[config.mk]
export PLATFORM = sky130hd
export DESIGN_NAME = univ_ff_reg
export DESIGN_NICKNAME = d
export VERILOG_FILES = /design/src/rtl/univ_ff_pkg.sv /design/src/rtl/univ_ff_next.sv /design/src/rtl/univ_ff_reg.sv
export SDC_FILE = /design/constraint.sdc
export NUM_CORES = 1
export LEC_CHECK = 0
export ABC_AREA = 1
export BUFFER_PORTS_ARGS = -buffer_cell sky130_fd_sc_hd__buf_4
export CAP_MARGIN = 10
export CORE_MARGIN = 3
export CORE_UTILIZATION = 45
export DETAILED_ROUTE_END_ITERATION = 7
export PLACE_DENSITY = 0.76
export SLEW_MARGIN = 25
export SYNTH_ARGS = -nofsm -noshare
export SYNTH_HDL_FRONTEND = slang
export SYNTH_HIERARCHICAL = 1
export SYNTH_SLANG_ARGS = --single-unit
[constraint.sdc]
create_clock -name clk -period 1.05 [get_ports clk]
set_input_delay 0 -clock clk [delete_from_list [all_inputs] [get_ports clk]]
set_output_delay 0 -clock clk [all_outputs]
set_load 0.005 [all_outputs]
[src/rtl/univ_ff_pkg.sv]
// Shared mode encoding for the universal flip-flop register.
// The mode type and its named values are used by the datapath and by the top level.
package univ_ff_pkg;

    typedef logic [2:0] ff_mode_t;

    localparam ff_mode_t MODE_HOLD = 3'b000;
    localparam ff_mode_t MODE_D    = 3'b001;
    localparam ff_mode_t MODE_T    = 3'b010;
    localparam ff_mode_t MODE_JK   = 3'b011;
    localparam ff_mode_t MODE_SR   = 3'b100;
    localparam ff_mode_t MODE_SHL  = 3'b101;
    localparam ff_mode_t MODE_SHR  = 3'b110;
    localparam ff_mode_t MODE_ROL  = 3'b111;

endpackage

[src/rtl/univ_ff_next.sv]
// Combinational next-state logic for the universal flip-flop register.
// Produces the next state, the next serial-out bit and the SR conflict indication.
module univ_ff_next
    import univ_ff_pkg::*;
#(
    parameter int WIDTH = 8
) (
    input  ff_mode_t         mode,
    input  logic [WIDTH-1:0] a,
    input  logic [WIDTH-1:0] b,
    input  logic             ser_in,
    input  logic [WIDTH-1:0] qs,
    input  logic             ser_q,
    output logic [WIDTH-1:0] next,
    output logic             ser_next,
    output logic             sr_conflict
);

    logic [WIDTH-1:0] w_shl;
    logic [WIDTH-1:0] w_shr;
    logic [WIDTH-1:0] w_rol;
    logic [WIDTH-1:0] w_sr_set;
    logic [WIDTH-1:0] w_sr_clr;

    // A single bit has no neighbours: shifts load ser_in and rotate holds.
    generate
        if (WIDTH == 1) begin : g_w1
            assign w_shl = ser_in;
            assign w_shr = ser_in;
            assign w_rol = qs;
        end else begin : g_wn
            assign w_shl = {qs[WIDTH-2:0], ser_in};
            assign w_shr = {ser_in, qs[WIDTH-1:1]};
            assign w_rol = {qs[WIDTH-2:0], qs[WIDTH-1]};
        end
    endgenerate

    assign w_sr_set = a & ~b;
    assign w_sr_clr = b & ~a;

    // Mode decode; S=R=1 bits fall through both masks and hold.
    always_comb begin
        next        = qs;
        ser_next    = ser_q;
        sr_conflict = 1'b0;
        case (mode)
            MODE_HOLD: next = qs;
            MODE_D:    next = a;
            MODE_T:    next = qs ^ a;
            MODE_JK:   next = (a & ~qs) | (~b & qs);
            MODE_SR: begin
                next        = (qs | w_sr_set) & ~w_sr_clr;
                sr_conflict = |(a & b);
            end
            MODE_SHL: begin
                next     = w_shl;
                ser_next = qs[WIDTH-1];
            end
            MODE_SHR: begin
                next     = w_shr;
                ser_next = qs[0];
            end
            MODE_ROL: begin
                next     = w_rol;
                ser_next = qs[WIDTH-1];
            end
            default: begin
                next        = qs;
                ser_next    = ser_q;
                sr_conflict = 1'b0;
            end
        endcase
    end

endmodule

[src/rtl/univ_ff_reg.sv]
// Universal WIDTH-bit flip-flop register: hold, D, T, JK, SR, shifts and rotate.
// qm is the combinational master view; qs, ser_out and err are registered.
module univ_ff_reg
    import univ_ff_pkg::*;
#(
    parameter int               WIDTH     = 8,
    parameter logic [WIDTH-1:0] RESET_VAL = '0
) (
    input  logic             clk,
    input  logic             rst,
    input  logic             en,
    input  logic [2:0]       mode,
    input  logic [WIDTH-1:0] a,
    input  logic [WIDTH-1:0] b,
    input  logic             ser_in,
    input  logic             clr_err,
    output logic [WIDTH-1:0] qm,
    output logic [WIDTH-1:0] qs,
    output logic [WIDTH-1:0] qs_bar,
    output logic             ser_out,
    output logic             err
);

    logic [WIDTH-1:0] r_qs;
    logic             r_ser;
    logic             r_err;
    logic [WIDTH-1:0] w_next;
    logic             w_ser_next;
    logic             w_sr_conflict;

    univ_ff_next #(
        .WIDTH(WIDTH)
    ) u_next (
        .mode       (ff_mode_t'(mode)),
        .a          (a),
        .b          (b),
        .ser_in     (ser_in),
        .qs         (r_qs),
        .ser_q      (r_ser),
        .next       (w_next),
        .ser_next   (w_ser_next),
        .sr_conflict(w_sr_conflict)
    );

    // Master view: exactly what qs will take at the next edge.
    always_comb begin
        if (rst) begin
            qm = RESET_VAL;
        end else if (en) begin
            qm = w_next;
        end else begin
            qm = r_qs;
        end
    end

    // State, serial-out and sticky error registers; a new conflict beats clr_err.
    always_ff @(posedge clk) begin
        if (rst) begin
            r_qs  <= RESET_VAL;
            r_ser <= 1'b0;
            r_err <= 1'b0;
        end else if (en) begin
            r_qs  <= w_next;
            r_ser <= w_ser_next;
            if (w_sr_conflict) begin
                r_err <= 1'b1;
            end else if (clr_err) begin
                r_err <= 1'b0;
            end else begin
                r_err <= r_err;
            end
        end else begin
            r_qs  <= r_qs;
            r_ser <= r_ser;
            r_err <= r_err;
        end
    end

    assign qs      = r_qs;
    assign qs_bar  = ~r_qs;
    assign ser_out = r_ser;
    assign err     = r_err;

endmodule

* Word-level counts from Yosys, hierarchy flattened
Index checks and enable logic that the tools add are counted.
** Storage, ports and cells
- Word-level logic and storage cells :: 37
- Register bits :: 10
- Output and inout port bits :: 26
- Bits of input ports :: 24
** Cells by class
- Reductions and logical operators :: 7
- Eq/ne operators :: 7
- Mux-type cells :: 7
- Bitwise operators :: 13
** Operators with widths (number)
- one-hot mux 8 bit (8 select lines) :: 1
- bitwise AND 8 bit :: 6
- NOT 8 bit :: 4
- two-way mux 8 bit :: 2
- bitwise OR 8 bit :: 2
- == test 3 bit (second input constant) :: 4
- OR reduction 8 bit :: 1
- bitwise XOR 8 bit :: 1
- == test 3 x 2 -> 1 bit (second input constant) :: 2
- AND reduction 2 bit :: 2
- nonzero test 2 bit :: 2
- == test 3 x 1 -> 1 bit (second input constant) :: 1
- logical NOT 3 bit :: 1
- two-way mux 1 bit :: 3
- one-hot mux 1 bit (2 select lines) :: 1
- OR reduction 2 bit :: 1

* Longest topological paths before layout
- Depth after elaboration :: 7
- Gate-level depth with buffers :: 9

* By module
Netlist, hierarchy kept.
** Modules (own cells, without submodules)
- univ_ff_next :: cells each 205, area each 964.7 µm², instances 1, sequential area each 0.0 µm²
- univ_ff_reg :: cells each 52, area each 421.7 µm², instances 1, sequential area each 200.2 µm²

* Worst setup path after synthesis
OpenSTA, ideal clock, no wires.
- Path kind :: reg2reg
- Start :: register r_qs[2] (netlist: qs[2])
- End :: register r_qs[2] (netlist: qs[2])
- Cell stages (with the launch flop) :: 9
- Required time :: 972 ps
- Setup slack :: -95 ps
- Arrival time :: 1067 ps
- Path through :: dfxtp_1 -> nor2_1 -> inv_1 -> nand2_1 -> o21ai_1 -> nor2_1 -> nand3_1 -> nand2_1 -> a21oi_2
** On the way
- Word-level cells in the longest chain between the ends :: 6
** RTL lines
- start: declaration :: RTL line univ_ff_reg.sv:24 : logic [WIDTH-1:0] r_qs;
- start signal: assignment :: RTL line univ_ff_reg.sv:63 : r_qs <= w_next;
- start signal: assignment :: RTL line univ_ff_reg.sv:73 : r_qs <= r_qs;
- NOT 8 bit :: RTL line univ_ff_next.sv:50 : MODE_JK: next = (a & ~qs) | (~b & qs);
- bitwise AND 8 bit :: RTL line univ_ff_next.sv:50
- bitwise OR 8 bit :: RTL line univ_ff_next.sv:50
- one-hot mux 8 bit (8 select lines) * :: RTL line univ_ff_next.sv:46 : case (mode)
- via w_next[2] :: RTL line univ_ff_reg.sv:27 : logic [WIDTH-1:0] w_next;
- two-way mux 8 bit * (2 in series)
- via qm[2] :: RTL line univ_ff_reg.sv:17 : output logic [WIDTH-1:0] qm,
The timed path passes the listed nets; every way through them passes the cells marked *.
A chain may end at the register's enable or synchronous reset.

* Worst setup path in the final report
- Start :: register r_qs[4] (netlist: qs[4])
- End :: output port qm[4]
** On the way
- Word-level cells in the longest chain between the ends :: 6
** RTL lines
- NOT 8 bit :: RTL line univ_ff_next.sv:50
- bitwise AND 8 bit :: RTL line univ_ff_next.sv:50
- bitwise OR 8 bit :: RTL line univ_ff_next.sv:50
- one-hot mux 8 bit (8 select lines) * :: RTL line univ_ff_next.sv:46
- via w_next[4] :: RTL line univ_ff_reg.sv:27
- two-way mux 8 bit * :: RTL line univ_ff_reg.sv:49 : end else if (en) begin
- two-way mux 8 bit * :: RTL line univ_ff_reg.sv:47 : if (rst) begin
- end: declaration :: RTL line univ_ff_reg.sv:17
Marked as above.

==> metrics.md <==
| Metric | Value |
|---|---|
| Synth Area in Compound Gates | `a little over a tenth` |
| Die Span X | `slightly above 60 um` |
| Maximum number of pins on one net before global-route repair | `13` |
| TritonCTS clock tree | `built` |
| Initial Util | `48.60%` |
| Final core occ | `79.43%` |
| DR pass1 iterations | `5` |
| WL/cell | `13.28 um` |
| Clock Path Buffers | `2` |
| FF-to-FF Start | `qs[4]` |
| Syn nets | `281` |
| R2R Setup Slk | `-0.18 ns` |
| Req. time, crit path | `1.05 ns` |
| Nets | `369` |
| Total congestion overflow | `0` |
| Die area | `between 0.003 and 0.004 mm^2` |
| Main combinational cell family by area after synthesis | `simple AND/OR/NAND/NOR gates` |
| DR iter-0 viols | `between 100 and 150` |
| Peak VDD IR | `0.0007578 V` |
| CTS clock-pin slew for the worst setup and hold paths | `0.07 ns` |
| Post-synthesis xor/xnor area fraction | `0%` |
| Slowest cell on crit path | `dfxtp_4` |
| # IOs | `50` |
| Inserted Diodes | `0` |
| Antenna violations before repair | `0` |
| Vias | `1989` |
| Worst clock skew | `about 0.00042 ns` |
| Clk root buf | `clkbuf_4` |
| Worst Slack Setup Final | `-0.3712 ns` |
| Vias in the first global route | `about 1700` |
| Critical path arrival | `1.42 ns` |
| Worst-margin pin slew | `0.2559 ns` |
| H-tree depth | `1` |
| Post-Synth Simple-Gate Area | `between 60% and 70%` |
| CP Launch Point | `qs[4]` |
| Min-Delay Path Class | `input pin to register` |
| Antenna-violating nets left | `0` |
| CP startpoint kind | `register` |
| Crit-path most repeated cell | `nand2_1` |
| RR Endpoint | `qs[4]` |
| Crit path cell chain | `nand2_2 -> inv_1 -> nor2_1 -> nand2_1 -> nand2_1 -> nor2_1 -> nand3_1 -> nand2_1 -> a21oi_2 -> buf_4` |
| Final wirelength | `around 5000 um` |
| Library cells used by synthesis | `23` |
| Leak Pwr | `1.156 nW` |
| Crit path to | `qm[4]` |
| Clock sink count | `10` |
| Hpwl dp | `3561 um` |
| Most frequent cells in the layout | `buf_4, nand2_1, nor2_1` |
| CP endpoint kind | `output pin` |
| Fmax | `around 700 MHz` |
| FF-to-FF path depth | `10` |
| Cts bufs inserted | `3` |
| Vias per cell | `between 5 and 6` |
| Ratio of final minimum period to clock period | `135.4%` |
| Max incr delay on CP | `0.38 ns` |
| Placed Cells | `~370` |
| Power per cell area | `649.2 mW/mm^2` |
| Slew Viols, Final | `0` |
| Clk Latency, worst-skew pair | `0.27 ns` |
| Area share of fa/ha/maj cells after synthesis | `0%` |
| Crit-path max FO | `6` |
| Port-buffer cells | `49` |
| Fin Hold WS | `approximately 0.017 ns` |
| Finished Layout Cells | `374` |
| Yosys warning count | `6` |
| Sequential share of the synthesized area | `14.44%` |
| Final Hold Vio Count | `0` |
| Critical setup path kind | `register to output pin` |
| Max-cap violations | `0` |
| CORE AREA | `0.002853 mm^2` |
| Unrepaired setup endpoints after global routing | `true` |
| Die Y | `61.51 um` |
| Final setup violation count | `16` |
| Area delta synth->final | `63.45%` |
| DRC | `0` |
| FP Rows | `19` |
| Netlist Area Pre-Place | `0.001386 mm^2` |
| Routability cong. | `0.9516` |
| Mean post-synth cell area | `between 5 and 6 um^2` |
| Status | `finished, violations left` |
| Mapped Cells | `between 200 and 300` |
| Synth Register Bits | `10` |
| Crit path time final | `1.421 ns` |
| Layout cells sized above 1 | `48.10%` |
| Commonest non-fill, non-tap cell in the layout | `buf_4` |
| Failing checks | `setup timing` |
| Slew HR | `between 80% and 90%` |
| First-pass GRT wire length | `between 7000 and 8000 um` |
| GRT Util Overall | `25.82%` |
| Pre-CTS setup slack | `-0.1726 ns` |
| Mux cell area share after synthesis | `0%` |
state kept, by name, indices dropped and copies added (netlist names):
signal / count
err: 1
qs: 8
ser_out: 1
worst max-delay path, delay by kind of cell, from the launching register on:
family	cells	cell delay (ns)
AO/OA/AOI/OAI	1	0.14
buffers and inverters	2	0.18
flip-flops	1	0.38
AND/OR/NAND/NOR	7	0.45
power by group:
part,internal (mW),switching (mW)
registers,0.393,0.0481
clock network,0.133,0.155
logic,0.370,0.373
total,0.895,0.576
final cells by class:
class,count,area [um^2]
Sequential cell,10,230.2
Tap cell,31,38.79
Clock buffer,3,22.52
Fill cell,236,586.8
Inverter,34,130.1
Timing Repair Buffer,92,758.2
Multi-Input combinational cell,204,1086
worst min path at each step:
stage	startpoint	to	slack (ns)	cells past startpoint
3_3_place_gp	clr_err	err	0.28	4
6_report	rst	ser_out	0.02	2
3_5_place_dp	clr_err	err	0.28	4
4_1_cts	rst	ser_out	0.007	2
2_1_floorplan	en	qm[0]	0.16	3
5_1_grt	rst	ser_out	0.01	2
metal layers:
metal,GRT usage [%],vias to the layer above,wire length [um]
li1,-,1012,-
met1,33.13,888,2170
met2,45.29,83,2425
met3,3.983,6,336
met4,5.455,0,32
met5,0,-,0
through the flow:
stage,area (um^2),TNS (ns),power [mW]
floorplan,1396,-0.008885,0.7603
global placement,2067,-1.577,1.106
detailed placement,2067,-1.821,1.114
CTS,2187,-2.811,1.438
global route,2266,-4.713,1.570
finish,2266,-3.084,1.471
logic make-up (layout without fill, tap and decap cells):
group / after synthesis / after routing
AO/OA/AOI/OAI: 21 / 21
buffers and inverters: 43 / 129
flip-flops: 10 / 10
AND/OR/NAND/NOR: 183 / 183
repair_timing:
item                                    CTS  global route
pin swaps                                17            18
setup buffers                             3             0
resized for setup                        31            28
endpoints found under the hold margin     1             0
hold buffers                              1             0
endpoints found under the setup margin   16            19
synth_stat cells:
master | n | area [um^2]
inv_2 | 2 | 7.510
o21ai_1 | 2 | 10.01
or2_2 | 1 | 6.260
buf_6 | 5 | 56.30
buf_2 | 3 | 15.01
clkinv_1 | 1 | 3.750
nand3_1 | 20 | 100.1
nand3_2 | 2 | 20.02
a31oi_1 | 1 | 6.260
nand2_1 | 90 | 337.8
o221ai_1 | 1 | 8.760
nand4_1 | 24 | 150.1
buf_4 | 1 | 7.510
nand2_2 | 3 | 18.77
nor3_2 | 1 | 10.01
nor3_4 | 1 | 16.27
nor2_2 | 2 | 12.51
nor2_1 | 38 | 142.6
inv_1 | 31 | 116.4
nand3_4 | 1 | 17.52
dfxtp_1 | 10 | 200.2
a21oi_2 | 10 | 87.58
o21ai_0 | 7 | 35.03
(Power assumes the default switching activity.)
